===== src/rtl/uart_rx_to_mem.sv =====
// UART receiver that writes each good byte into a sequential operand-memory slot,
// wrapping after DEPTH words and flagging framing errors.
`timescale 1ns/1ps
module uart_rx_to_mem #(
    parameter int unsigned CLKS_PER_BIT = 868,
    parameter int unsigned DEPTH        = 18,
    parameter int unsigned ADDR_W       = 5
) (
    input  logic              clk,
    input  logic              rst,
    input  logic              write_mat,
    input  logic              rx_data,
    output logic              mem_we,
    output logic [ADDR_W-1:0] mem_addr,
    output logic [7:0]        mem_wdata,
    output logic              load_done,
    output logic              frame_err,
    output logic              rx_status
);
    localparam int unsigned CNT_W = $clog2(CLKS_PER_BIT);
    localparam logic [CNT_W-1:0]  BIT_LAST  = CNT_W'(CLKS_PER_BIT - 1);
    localparam logic [CNT_W-1:0]  HALF_LAST = CNT_W'(CLKS_PER_BIT / 2 - 1);
    localparam logic [ADDR_W-1:0] WORD_LAST = ADDR_W'(DEPTH - 1);

    typedef enum logic [2:0] {IDLE, START, DATA, STOP, WRITE} state_t;

    state_t            state_q, state_d;
    logic [CNT_W-1:0]  cnt_q, cnt_d;
    logic [2:0]        bit_q, bit_d;
    logic [7:0]        byte_q, byte_d;
    logic [ADDR_W-1:0] count_q, count_d;
    logic              meta_q, sync_q, prev_q;
    logic [1:0]        settle_q;
    logic              mem_we_q, mem_we_d;
    logic [ADDR_W-1:0] mem_addr_q, mem_addr_d;
    logic [7:0]        mem_wdata_q, mem_wdata_d;
    logic              load_done_q, load_done_d;
    logic              frame_err_q, frame_err_d;
    logic              rx_status_q, rx_status_d;
    logic              start_edge;

    // Edge history only counts once the synchronizer holds real line samples,
    // so a line that is already low when reset lifts never looks like a start bit.
    assign start_edge = settle_q[1] & prev_q & ~sync_q;

    always_ff @(posedge clk or negedge rst) begin
        if (!rst) begin
            state_q     <= IDLE;
            cnt_q       <= '0;
            bit_q       <= '0;
            byte_q      <= '0;
            count_q     <= '0;
            meta_q      <= 1'b1;
            sync_q      <= 1'b1;
            prev_q      <= 1'b0;
            settle_q    <= '0;
            mem_we_q    <= 1'b0;
            mem_addr_q  <= '0;
            mem_wdata_q <= '0;
            load_done_q <= 1'b0;
            frame_err_q <= 1'b0;
            rx_status_q <= 1'b0;
        end else begin
            state_q     <= state_d;
            cnt_q       <= cnt_d;
            bit_q       <= bit_d;
            byte_q      <= byte_d;
            count_q     <= count_d;
            meta_q      <= rx_data;
            sync_q      <= meta_q;
            prev_q      <= settle_q[1] ? sync_q : 1'b0;
            settle_q    <= {settle_q[0], 1'b1};
            mem_we_q    <= mem_we_d;
            mem_addr_q  <= mem_addr_d;
            mem_wdata_q <= mem_wdata_d;
            load_done_q <= load_done_d;
            frame_err_q <= frame_err_d;
            rx_status_q <= rx_status_d;
        end
    end

    always_comb begin
        state_d     = state_q;
        cnt_d       = cnt_q + 1'b1;
        bit_d       = bit_q;
        byte_d      = byte_q;
        count_d     = count_q;
        mem_we_d    = 1'b0;
        mem_addr_d  = mem_addr_q;
        mem_wdata_d = mem_wdata_q;
        frame_err_d = 1'b0;
        load_done_d = mem_we_q && (mem_addr_q == WORD_LAST);

        case (state_q)
            IDLE: begin
                cnt_d = '0;
                if (start_edge) state_d = START;
            end
            START: begin
                if (cnt_q == HALF_LAST) begin
                    cnt_d   = '0;
                    bit_d   = '0;
                    state_d = sync_q ? IDLE : DATA;
                end
            end
            DATA: begin
                if (cnt_q == BIT_LAST) begin
                    cnt_d  = '0;
                    byte_d = {sync_q, byte_q[7:1]};
                    bit_d  = bit_q + 1'b1;
                    if (bit_q == 3'd7) state_d = STOP;
                end
            end
            STOP: begin
                if (cnt_q == BIT_LAST) begin
                    cnt_d = '0;
                    if (sync_q) begin
                        state_d = WRITE;
                    end else begin
                        frame_err_d = 1'b1;
                        state_d     = IDLE;
                    end
                end
            end
            WRITE: begin
                cnt_d   = '0;
                state_d = IDLE;
                if (write_mat) begin
                    mem_we_d    = 1'b1;
                    mem_addr_d  = count_q;
                    mem_wdata_d = byte_q;
                    count_d     = (count_q == WORD_LAST) ? '0 : count_q + 1'b1;
                end
            end
            default: state_d = IDLE;
        endcase

        // Dropping write_mat restarts the next load from address 0.
        if (!write_mat) count_d = '0;
        rx_status_d = (state_d != IDLE);
    end

    assign mem_we    = mem_we_q;
    assign mem_addr  = mem_addr_q;
    assign mem_wdata = mem_wdata_q;
    assign load_done = load_done_q;
    assign frame_err = frame_err_q;
    assign rx_status = rx_status_q;
endmodule


===== config.mk =====
export PLATFORM = sky130hd
export DESIGN_NAME = uart_rx_to_mem
export DESIGN_NICKNAME = d
export VERILOG_FILES = /design/src/rtl/uart_rx_to_mem.sv
export SDC_FILE = /design/constraint.sdc
export NUM_CORES = 1
export LEC_CHECK = 0
export BUFFER_PORTS_ARGS = -buffer_cell sky130_fd_sc_hd__buf_4
export CAP_MARGIN = 20
export CORE_MARGIN = 3
export CORE_UTILIZATION = 50
export CTS_CLUSTER_DIAMETER = 50
export CTS_CLUSTER_SIZE = 8
export DETAILED_ROUTE_END_ITERATION = 8
export PLACE_DENSITY = 0.78
export RECOVER_POWER = 50
export SLEW_MARGIN = 15
export SYNTH_ARGS = -nofsm -noshare
export SYNTH_HDL_FRONTEND = slang
export SYNTH_SLANG_ARGS = --single-unit

===== constraint.sdc =====
create_clock -name clk -period 3.87 [get_ports clk]
set_input_delay 0.774 -clock clk [delete_from_list [all_inputs] [get_ports clk]]
set_output_delay 0.774 -clock clk [all_outputs]
set_load 0.05 [all_outputs]

==> impl_metrics.env <==
export IMPL_status="complete, no violations"
export IMPL_final_hold_viol_count=0
export IMPL_fin_crit_ns=2.06
export IMPL_path_cells="nor4bb_4 > nor2b_1 > nand2_1 > a31oi_1"
export IMPL_ys_ff_latch=51
export IMPL_final_nets=208
export IMPL_root_buffer="clkbuf_8"
export IMPL_grt_pass1_wl_um=6200
export IMPL_dr_pass1_iters=4
export IMPL_die_h_um=72.8
export IMPL_hold_buffers=0
export IMPL_busiest_layer="met2"
export IMPL_wirelength_um=3660
export IMPL_reg2reg_to="count_q[4]$_DFFE_PN0P_"
export IMPL_startpoint="state_q[1]$_DFF_PN0_"
export IMPL_grt_max_degree=52
export IMPL_required_ns=4.11
export IMPL_synth_edff_count=0
export IMPL_die_width_um=72.8
export IMPL_r2r_cells=4
export IMPL_yosysUniqueCellTypes=41
export IMPL_syn_nets=186
export IMPL_setup_viol=0
export IMPL_maxCapViolations=0
export IMPL_hpwl_um=2630
export IMPL_period_share=0.534
export IMPL_final_cell_mix="dfrtp_1 (49), mux2_2 (22), buf_4 (19)"
export IMPL_crit_type="register to register"
export IMPL_yosys_warnings=0
export IMPL_fill_cells=338
export IMPL_holdPathStages=0
export IMPL_grt_setup_unrepaired="false"
export IMPL_ir_drop_v=0.000294
export IMPL_power_density_mw_per_mm2=424
export IMPL_cts_tree="built"
export IMPL_r2r_slack_ns=1.81
export IMPL_netlist_area_leader_share=0.549
export IMPL_cp_start_kind="register"
export IMPL_whs_endpoint="settle_q[1]$_DFF_PN0_"
export IMPL_dr_total_vias=1384
export IMPL_h_tree_depth=2
export IMPL_postRouteAntennaNets=0
export IMPL_synthCells=176
export IMPL_avgSynthCellArea_um2=12.7
export IMPL_layout_commonest_cell="dfrtp_1"
export IMPL_critical_path_arrival_ns=2.30
export IMPL_end_kind="register"
export IMPL_synth_largest_area_cell="dfrtp_1"
export IMPL_syn2layout_area_growth_pct=13.1
export IMPL_cp_max_fo=17
export IMPL_viasPerCell=5.58
export IMPL_cts_resized_gates=0
export IMPL_grt_usage=0.152
export IMPL_drc=0
export IMPL_portBuffers=20
export IMPL_slew_viol_final=0
export IMPL_clock_fmax_mhz=484
export IMPL_post_cts_buffers=0
export IMPL_first_global_vias=1408
export IMPL_tightest_slew_ns=0.995
export IMPL_grt_overflow_total=0
export IMPL_critPathSlowestCell="nor4bb_4"
export IMPL_fin_tns_setup_ns=0
export IMPL_core_mm2=0.00414
export IMPL_ys_seq_area_frac=0.573
export IMPL_clock_skew_final_ns=0.0192
export IMPL_hold_class="register to register"
export IMPL_synthesis_area_mm2=0.00223
export IMPL_ctsLongestPathBuffers=2
export IMPL_worst_path_largest_cell_delay_ns=0.94
export IMPL_use_met2=0.253
export IMPL_worst_slack_ns=1.81
export IMPL_cts_made_buffers=5
export IMPL_ioPinCount=21
export IMPL_cts_sinks=51
export IMPL_die_area_mm2=0.00530
export IMPL_reg2reg_from="state_q[1]$_DFF_PN0_"
export IMPL_post_place_ws_ns=1.50
export IMPL_drtIter0Drc=80
export IMPL_synth_area_leaders="dfrtp_1 (55%), mux2_2 (11%), ha_1 (3.4%)"
export IMPL_diodes=0
export IMPL_drive_gt1_frac=0.278
export IMPL_hp_start="settle_q[0]$_DFF_PN0_"
export IMPL_slew_headroom=0.335
export IMPL_path_clk_slew_ns=0.10
export IMPL_use_met3=0.0510
export IMPL_gp_congestion=0.875
export IMPL_antenna_found_initial=0
export IMPL_async_flop_share=1.00
export IMPL_floorplan_rows=23
export IMPL_insertion_delay_ns=0.31
export IMPL_grtUsageMet1=0.182
export IMPL_p_leak_uw=0.00121
export IMPL_ys_flop_type="dfrtp_1"
export IMPL_initial_core_util=0.539
export IMPL_wl_per_cell_um=14.8
## logic make-up after synthesis
kind of cell,synth area share
adder cells (fa/ha/maj),0.0336
flip-flops,0.573
AO/OA/AOI/OAI,0.0583
XOR/XNOR,0.0353
other,0.00168
buffers and inverters,0.0202
multiplexers,0.111
AND/OR/NAND/NOR,0.167
## per-layer routing
| layer | part of all wire | up-vias | routed length, µm |
|---|---|---|---|
| li1 | - | 666 | - |
| met1 | 0.44 | 684 | 1600 |
| met2 | 0.51 | 29 | 1860 |
| met3 | 0.042 | 5 | 153 |
| met4 | 0.015 | 0 | 54 |
| met5 | 0 | - | 0 |
## stage by stage
step	utilization	total power [µW]	cells	area, µm²	hold slack (ns)
after floorplan	-	690	176	2230	0.331
after global placement	0.585	724	241	2430	0.334
after detailed placement	0.585	731	241	2430	0.342
after CTS	0.611	1090	248	2530	0.352
after global routing	0.609	1120	248	2520	0.358
final	0.609	1070	248	2520	0.348
## cells in the mapped netlist, drive strengths merged, types with 3 or more instances
master	instances
nor2	16
xor2	6
nand2	12
nand4	3
a31oi	3
mux2	22
a21oi	3
o21ai	3
inv	3
and4	4
nand3	8
ha	6
buf	5
dfrtp	49
nor3b	4
xnor2	3
## how the worst max path moves through the flow
| stage | slack (ns) | end | cells after the start |
|---|---|---|---|
| after floorplan | 2.05 | mem_addr[0]$_DFFE_PN0P_ | 4 |
| after global placement | 1.57 | count_q[2]$_DFFE_PN0P_ | 5 |
| after detailed placement | 1.50 | count_q[4]$_DFFE_PN0P_ | 5 |
| after CTS | 1.80 | count_q[4]$_DFFE_PN0P_ | 4 |
| after global routing | 1.66 | count_q[2]$_DFFE_PN0P_ | 4 |
| final | 1.81 | count_q[4]$_DFFE_PN0P_ | 4 |
## registers in the layout, indices dropped and copies added (netlist names)
name,cells
frame_err,1
count_q,5
settle_q,2
state_q,3
bit_q,3
mem_we,1
mem_addr,5
mem_wdata,8
byte_q,8
cnt_q,10
meta_q,1
prev_q,1
sync_q,1
load_done,1
rx_status,1
## critical path, delay by kind of cell, from the launching register on
family             cells  cell delay [ns]
AOI/OAI and AO/OA      1             0.15
and+or+nand+nor        3             1.31
DFF                    1             0.54
## final cells by class
| class | instances | area [µm²] | area share |
|---|---|---|---|
| repair buffers | 20 | 150 | 0.0595 |
| clock inverters | 2 | 37.5 | 0.0149 |
| clock buffers | 5 | 68.8 | 0.0273 |
| multi-input cells | 117 | 916 | 0.363 |
| flip-flops and latches | 51 | 1280 | 0.506 |
| well taps | 50 | 62.6 | 0.0248 |
| inverters | 3 | 11.3 | 0.00446 |
## where the power goes
part	internal (µW)	switching [µW]
Sequential	558	36.0
Combinational	52.7	70.4
Clock	189	164
Total	800	270
(Power assumes the default switching activity.)
